$ cat src/rtl/mvm_job_arbiter.sv
// mvm_job_arbiter
//   Round-robin arbiter that hands one matrix-vector multiply job at a time
//   from NREQ requesters to a single shared multiplier and returns the
//   result to the job's owner.
//
//   Optional feature: define MVM_ARB_TIMEOUT_EN to build a WAIT watchdog.
//   After TIMEOUT cycles in WAIT without mvm_done, the owner receives an
//   error response (rsp_err=1, rsp_data=0). Without the macro there is no
//   counter, rsp_err is tied low and WAIT lasts until mvm_done.
//
// Ports
//   clk, rst_n            clock, asynchronous active-low reset
//   req                   per-requester job request level
//   req_matrix/req_vector per-requester operands (slice r at r*N*N*WIDTH / r*N*WIDTH)
//   gnt                   one-hot one-cycle grant pulse
//   rsp_valid             one-hot result valid, held until rsp_ack[owner]
//   rsp_data, rsp_err     result vector and timeout flag (qualified by rsp_valid)
//   rsp_ack               per-requester acknowledge
//   busy                  high whenever the FSM is not IDLE
//   mvm_ena               one-cycle start pulse to the multiplier
//   mvm_matrix/mvm_vector multiplier operands, stable for the whole job
//   mvm_result, mvm_done  multiplier result and its one-cycle done pulse
module mvm_job_arbiter #(
   parameter int NREQ    = 4,
   parameter int N       = 3,
   parameter int WIDTH   = 8,
   parameter int TIMEOUT = 64
) (
   input  logic                      clk,
   input  logic                      rst_n,
   input  logic [NREQ-1:0]           req,
   input  logic [NREQ*N*N*WIDTH-1:0] req_matrix,
   input  logic [NREQ*N*WIDTH-1:0]   req_vector,
   output logic [NREQ-1:0]           gnt,
   output logic [NREQ-1:0]           rsp_valid,
   output logic [N*WIDTH-1:0]        rsp_data,
   output logic                      rsp_err,
   input  logic [NREQ-1:0]           rsp_ack,
   output logic                      busy,
   output logic                      mvm_ena,
   output logic [N*N*WIDTH-1:0]      mvm_matrix,
   output logic [N*WIDTH-1:0]        mvm_vector,
   input  logic [N*WIDTH-1:0]        mvm_result,
   input  logic                      mvm_done
);

   localparam int OW = (NREQ > 1) ? $clog2(NREQ) : 1;
   localparam int MW = N*N*WIDTH;
   localparam int VW = N*WIDTH;

   typedef enum logic [1:0] {IDLE, ISSUE, WAIT, RESP} state_t;

   state_t          state, state_n;
   logic [OW-1:0]   owner, last_owner, winner;
   logic            any_req;
   logic            tmo;

   function automatic logic [OW-1:0] rr_idx(input logic [OW-1:0] base, input int off);
      return OW'((int'(base) + off) % NREQ);
   endfunction

   // Walk from the farthest candidate back to the nearest so the nearest
   // requesting index after last_owner ends up as the winner.
   always_comb begin
      winner = last_owner;
      for (int i = NREQ; i >= 1; i--)
         if (req[rr_idx(last_owner, i)]) winner = rr_idx(last_owner, i);
   end

   assign any_req = |req;

   always_ff @(posedge clk or negedge rst_n) begin
      if (!rst_n) state <= IDLE;
      else        state <= state_n;
   end

   always_comb begin
      state_n = state;
      mvm_ena = 1'b0;
      busy    = (state != IDLE);
      case (state)
         IDLE:  if (any_req) state_n = ISSUE;
         ISSUE: begin
            mvm_ena = 1'b1;
            state_n = WAIT;
         end
         WAIT:  if (mvm_done || tmo) state_n = RESP;
         RESP:  if (rsp_ack[owner]) state_n = IDLE;
         default: state_n = IDLE;
      endcase
   end

   // Operands are only reloaded on a grant, so they stay put through ISSUE
   // and WAIT while the multiplier works on them.
   always_ff @(posedge clk or negedge rst_n) begin
      if (!rst_n) begin
         gnt        <= '0;
         rsp_valid  <= '0;
         rsp_data   <= '0;
         owner      <= '0;
         last_owner <= OW'(NREQ-1);
         mvm_matrix <= '0;
         mvm_vector <= '0;
      end else begin
         gnt <= '0;
         case (state)
            IDLE: if (any_req) begin
               owner      <= winner;
               gnt        <= NREQ'(1) << winner;
               mvm_matrix <= req_matrix[int'(winner)*MW +: MW];
               mvm_vector <= req_vector[int'(winner)*VW +: VW];
            end
            WAIT: if (mvm_done) begin
               rsp_data  <= mvm_result;
               rsp_valid <= NREQ'(1) << owner;
            end else if (tmo) begin
               rsp_data  <= '0;
               rsp_valid <= NREQ'(1) << owner;
            end
            RESP: if (rsp_ack[owner]) begin
               rsp_valid  <= '0;
               last_owner <= owner;
            end
            default: ;
         endcase
      end
   end

`ifdef MVM_ARB_TIMEOUT_EN
   localparam int CW = $clog2(TIMEOUT+1);
   logic [CW-1:0] wd_cnt;
   logic          err_q;

   // Fires in the TIMEOUT-th WAIT cycle, i.e. as the count reaches TIMEOUT.
   assign tmo     = (state == WAIT) && (wd_cnt == CW'(TIMEOUT-1));
   assign rsp_err = err_q;

   always_ff @(posedge clk or negedge rst_n) begin
      if (!rst_n) begin
         wd_cnt <= '0;
         err_q  <= 1'b0;
      end else begin
         if (state == ISSUE)              wd_cnt <= '0;
         else if (state == WAIT && !tmo)  wd_cnt <= wd_cnt + 1'b1;
         // mvm_done takes priority over a coincident timeout
         if (state == WAIT) begin
            if (mvm_done) err_q <= 1'b0;
            else if (tmo) err_q <= 1'b1;
         end
      end
   end
`else
   assign tmo     = 1'b0;
   assign rsp_err = 1'b0;
`endif

endmodule

$ cat config.mk
export PLATFORM = sky130hd
export DESIGN_NAME = mvm_job_arbiter
export DESIGN_NICKNAME = d
export VERILOG_FILES = /design/src/rtl/mvm_job_arbiter.sv
export SDC_FILE = /design/constraint.sdc
export NUM_CORES = 1
export LEC_CHECK = 0
export CORE_AREA = 2 2 215 217
export CTS_BUF_LIST = sky130_fd_sc_hd__clkbuf_8
export CTS_CLUSTER_SIZE = 12
export DETAILED_ROUTE_END_ITERATION = 12
export DIE_AREA = 0 0 217 219
export GPL_TIMING_DRIVEN = 0
export PLACE_DENSITY = 0.49
export SYNTH_ARGS = -nofsm -noshare
export SYNTH_HDL_FRONTEND = slang
export SYNTH_SLANG_ARGS = --single-unit
$ cat constraint.sdc
create_clock -name clk -period 1.85 [get_ports clk]
set_clock_uncertainty 0.1 [all_clocks]
set_input_delay 0.2775 -clock clk [delete_from_list [all_inputs] [get_ports clk]]
set_output_delay 0.2775 -clock clk [all_outputs]
set_load 0.005 [all_outputs]
==> parameters.txt <==
Parameter                              Value

Status
  Run status ... finished with violations
  Violated checks ... setup timing

Place
  Placement-stage worst setup slack ... -1.39 ns
  # placed instances ... between 1500 and 2000
  Area of placed instances ... between 10000 and 15000 um^2
  Final estimated routing congestion in global placement ... about 0.8
  Hpwl dp ... about 31000 um
  I/O Buffers ... 548

Route
  Ratio of routed vias to standard cells ... ~4.3
  Total wirelength of the detailed-routed design ... around 41000 um
  Drt drc ... 0
  Count of routing violations after the opening detailed-route iteration ... 236
  Vias post-DR ... 8003
  Count of antenna-violating nets left after detailed routing ... 0
  Detailed-router iteration count before antenna repair ... 4
  Wire length per cell after detailed routing ... roughly 22 um

Final layout
  Ratio of cells with drive above 1 in the final layout ... 0.287
  Signed area change from the synthesized netlist to the final layout ... 117%
  Cell Count, Final, Fillers Out ... between 1500 and 2000
  Layout fillers ... roughly 4600
  Finished Cell Area ... roughly 16000 um^2
  Commonest cells after routing, fill and taps aside ... clkdlybuf4s50_1, dfrtp_1, a21oi_1
  Total number of nets in the final design ... around 1700
  Most common library cell in the layout ignoring fill and taps ... clkdlybuf4s50_1

Power
  Switching part of the total power ... 0.372
  Sum of internal, switching and leakage power ... 23.6 mW
  Sequential share of power ... 0.224
  Proportion of power drawn by the clock network ... 0.111
  Power density cells ... 1460 nW/um^2
  Net load switching power ... about 8.8 mW
  Maximum vdd ir drop ... just over 0.7 mV
  Internal ... between 10 and 15 mW
  Leakage component of the power ... roughly 6.8 nW
  Share of total power in combinational logic ... 0.665

Global route
  Global route overflow ... 0
  Global router's overall resource usage ... 0.166
  Vias in the first global route ... around 8600
  Number of antenna violations at the first check in global routing ... 1
  First-pass GRT wire length ... 57300 um
  Maximum number of pins on one net before global-route repair ... 72

Floorplan
  Die extent in x ... ~220 um
  Core area ... 45100 um^2
  Floorplan die area ... approximately 48000 um^2
  Y dimension of the die ... about 220 um
  Starting Density ... 0.166
  Number of I/O pins ... 550
  Number of placement rows ... 78

Yosys
  Syn Inst Count ... 648
  Cell types occupying the most area after synthesis ... dfrtp_1, mux2_2, mux2i_1
  Netlist area before placement ... between 7000 and 8000 um^2
  Syn Area/Cell ... 11.5 um^2
  Share of Yosys cell area claimed by the top area cell type ... 0.442
  Number of unique standard cell types used by synthesis ... 35
  Sequential fraction of the synthesis area ... 0.449
  Number of flip-flops and latches in the synthesized netlist ... 134
  Dominant cell type by area after synthesis ... dfrtp_1
  YS warnings ... 0
  Syn_nets ... between 1000 and 1500

Worst setup path
  Data required, critical path ... approximately 2.1 ns
  Setup crit start ... last_owner[1]$_DFFE_PN1P_
  Classification of the worst setup path ... flop to flop
  CP startpoint kind ... flop
  Data arrival, critical path ... between 2 and 2.5 ns
  Worst R2R Start ... last_owner[1]$_DFFE_PN1P_
  Endpoint kind of the worst setup timing path ... flop
  Top fanout value on the critical path ... 7

STA
  Final Cycle Share ... 1.19
  Maximum frequency from static timing analysis ... roughly 450 MHz
  Final Hold Fails ... 0
  Number of setup violations in the final report ... 99
  Relative slew slack ... 0.508
  Minimum period implied by the final worst setup slack ... about 2.2 ns
  Worst-margin pin slew ... roughly 0.74 ns
  Final hold slack ... roughly 0.25 ns
  Setup WS post-layout ... -0.354 ns
  Unrepaired setup endpoints after global routing ... yes
  Number of pins with negative max-slew slack in the final report ... 0

Run
  # Max-Cap Violations ... 0

Clocking
  CTS H-tree depth ... 4
  Number of buffers created by CTS ... 17
  Clock Latency Late Sink ... between 0.4 and 0.5 ns
  Largest buffer count on any clock path ... 2
  TritonCTS sink count ... roughly 130
  Clock tree from TritonCTS ... yes
  Clock-pin slew reported for the worst setup and hold paths after clock tree synthesis ... 0.10 ns
  Library cell used as clock root buffer ... clkbuf_8

Worst hold path
  Hold Path Class ... input pin to asynchronous set/reset pin
-- layer usage --
metal  global-route usage  share of wire  vias to the layer above
li1                     -              -                     3727
met1                0.189           0.40                     3908
met2                0.295           0.51                      342
met3               0.0578          0.080                       26
met4               0.0443          0.015                        0
met5                    0              0                        -
-- timing repair --
action                     4_1_cts  5_1_grt
hold buffers                     1        0
setup buffers                   22       16
gates cloned                     9        5
gates resized for setup        209      140
hold endpoints to repair        68        0
pin swaps                       30       20
setup endpoints to repair      142      160
-- flip-flops by register name, summed over array words and instances, names as in the netlist --
register    cells
mvm_vector     24
state           2
last_owner      2
rsp_data       24
gnt             4
rsp_valid       4
owner           2
mvm_matrix     72
-- layout make-up --
type	instances	area, um^2	share of cell area
Antenna cell	1	2.50	0.000154
Tap cell	600	751	0.0463
Timing Repair Buffer	600	6350	0.392
Multi-Input combinational cell	456	4620	0.285
Clock buffer	17	234	0.0144
Inverter	4	15.0	0.000926
Sequential cell	134	3360	0.207
Clock inverter	15	169	0.0104
Buffer	54	716	0.0441
-- power by group through the flow --
stage | Combinational, mW | Clock, mW | Sequential [mW]
after floorplan | 5.76 | 0 | 5.30
after global placement | 11.9 | 0 | 5.25
after detailed placement | 11.9 | 0 | 5.29
after CTS | 14.7 | 2.77 | 5.26
after global routing | 16.7 | 2.89 | 5.47
final | 15.7 | 2.63 | 5.29
-- synthesized netlist by cell type, drive strengths merged --
| library cell | number |
|---|---|
| dfrtp | 132 |
| mux2 | 127 |
| a21oi | 97 |
| mux2i | 97 |
| o22ai | 96 |
| buf | 31 |
| clkbuf | 23 |
| ha | 4 |
| inv | 4 |
| nand2 | 4 |
| nand2b | 4 |
| nor2 | 4 |
| nor3 | 4 |
| a21o | 2 |
| dfstp | 2 |
| nor3b | 2 |
| o21ai | 2 |
| a21boi | 1 |
| a31o | 1 |
| a31oi | 1 |
| and3 | 1 |
| and3b | 1 |
| conb | 1 |
| mux4 | 1 |
| nand3b | 1 |
| nand4 | 1 |
| nor2b | 1 |
| nor4 | 1 |
| o21a | 1 |
| o32a | 1 |
-- final timing paths --
path / slack, ns / cells after the start / end
max: -0.35 / 9 / mvm_matrix[0]$_DFFE_PN0P_
min: 0.25 / 2 / rsp_data[0]$_DFFE_PN0P_
max reg2reg: -0.35 / 9 / mvm_matrix[0]$_DFFE_PN0P_
min reg2reg: 0.41 / 1 / rsp_data[0]$_DFFE_PN0P_
max in group asynchronous: 0.56 / 3 / mvm_matrix[9]$_DFFE_PN0P_
min in group clk: 0.28 / 2 / rsp_data[3]$_DFFE_PN0P_
-- cell families after synthesis --
group                    share of synthesized area
multiplexers                                 0.324
other                                     0.000501
buffers and inverters                       0.0457
adder cells (fa/ha/maj)                    0.00669
AO/OA/AOI/OAI                                0.155
flip-flops                                   0.449
AND/OR/NAND/NOR                             0.0197
-- stage by stage --
step / TNS [ns] / util
after floorplan: -2.60 / -
after global placement: -902.20 / 0.306
after detailed placement: -120.06 / 0.307
after CTS: -29.57 / 0.343
after global routing: -36.12 / 0.360
final: -27.05 / 0.360
-- critical path, stage by stage (launching register included) --
cell and delay (ns):
dfstp_2 0.63, a21o_1 0.19, a31oi_4 0.10, buf_12 0.15, buf_12 0.12, buf_16 0.15, clkbuf_16 0.16, mux2_4 0.30
o22ai_2 0.11, a21oi_2 0.05
(Power assumes the default switching activity.)
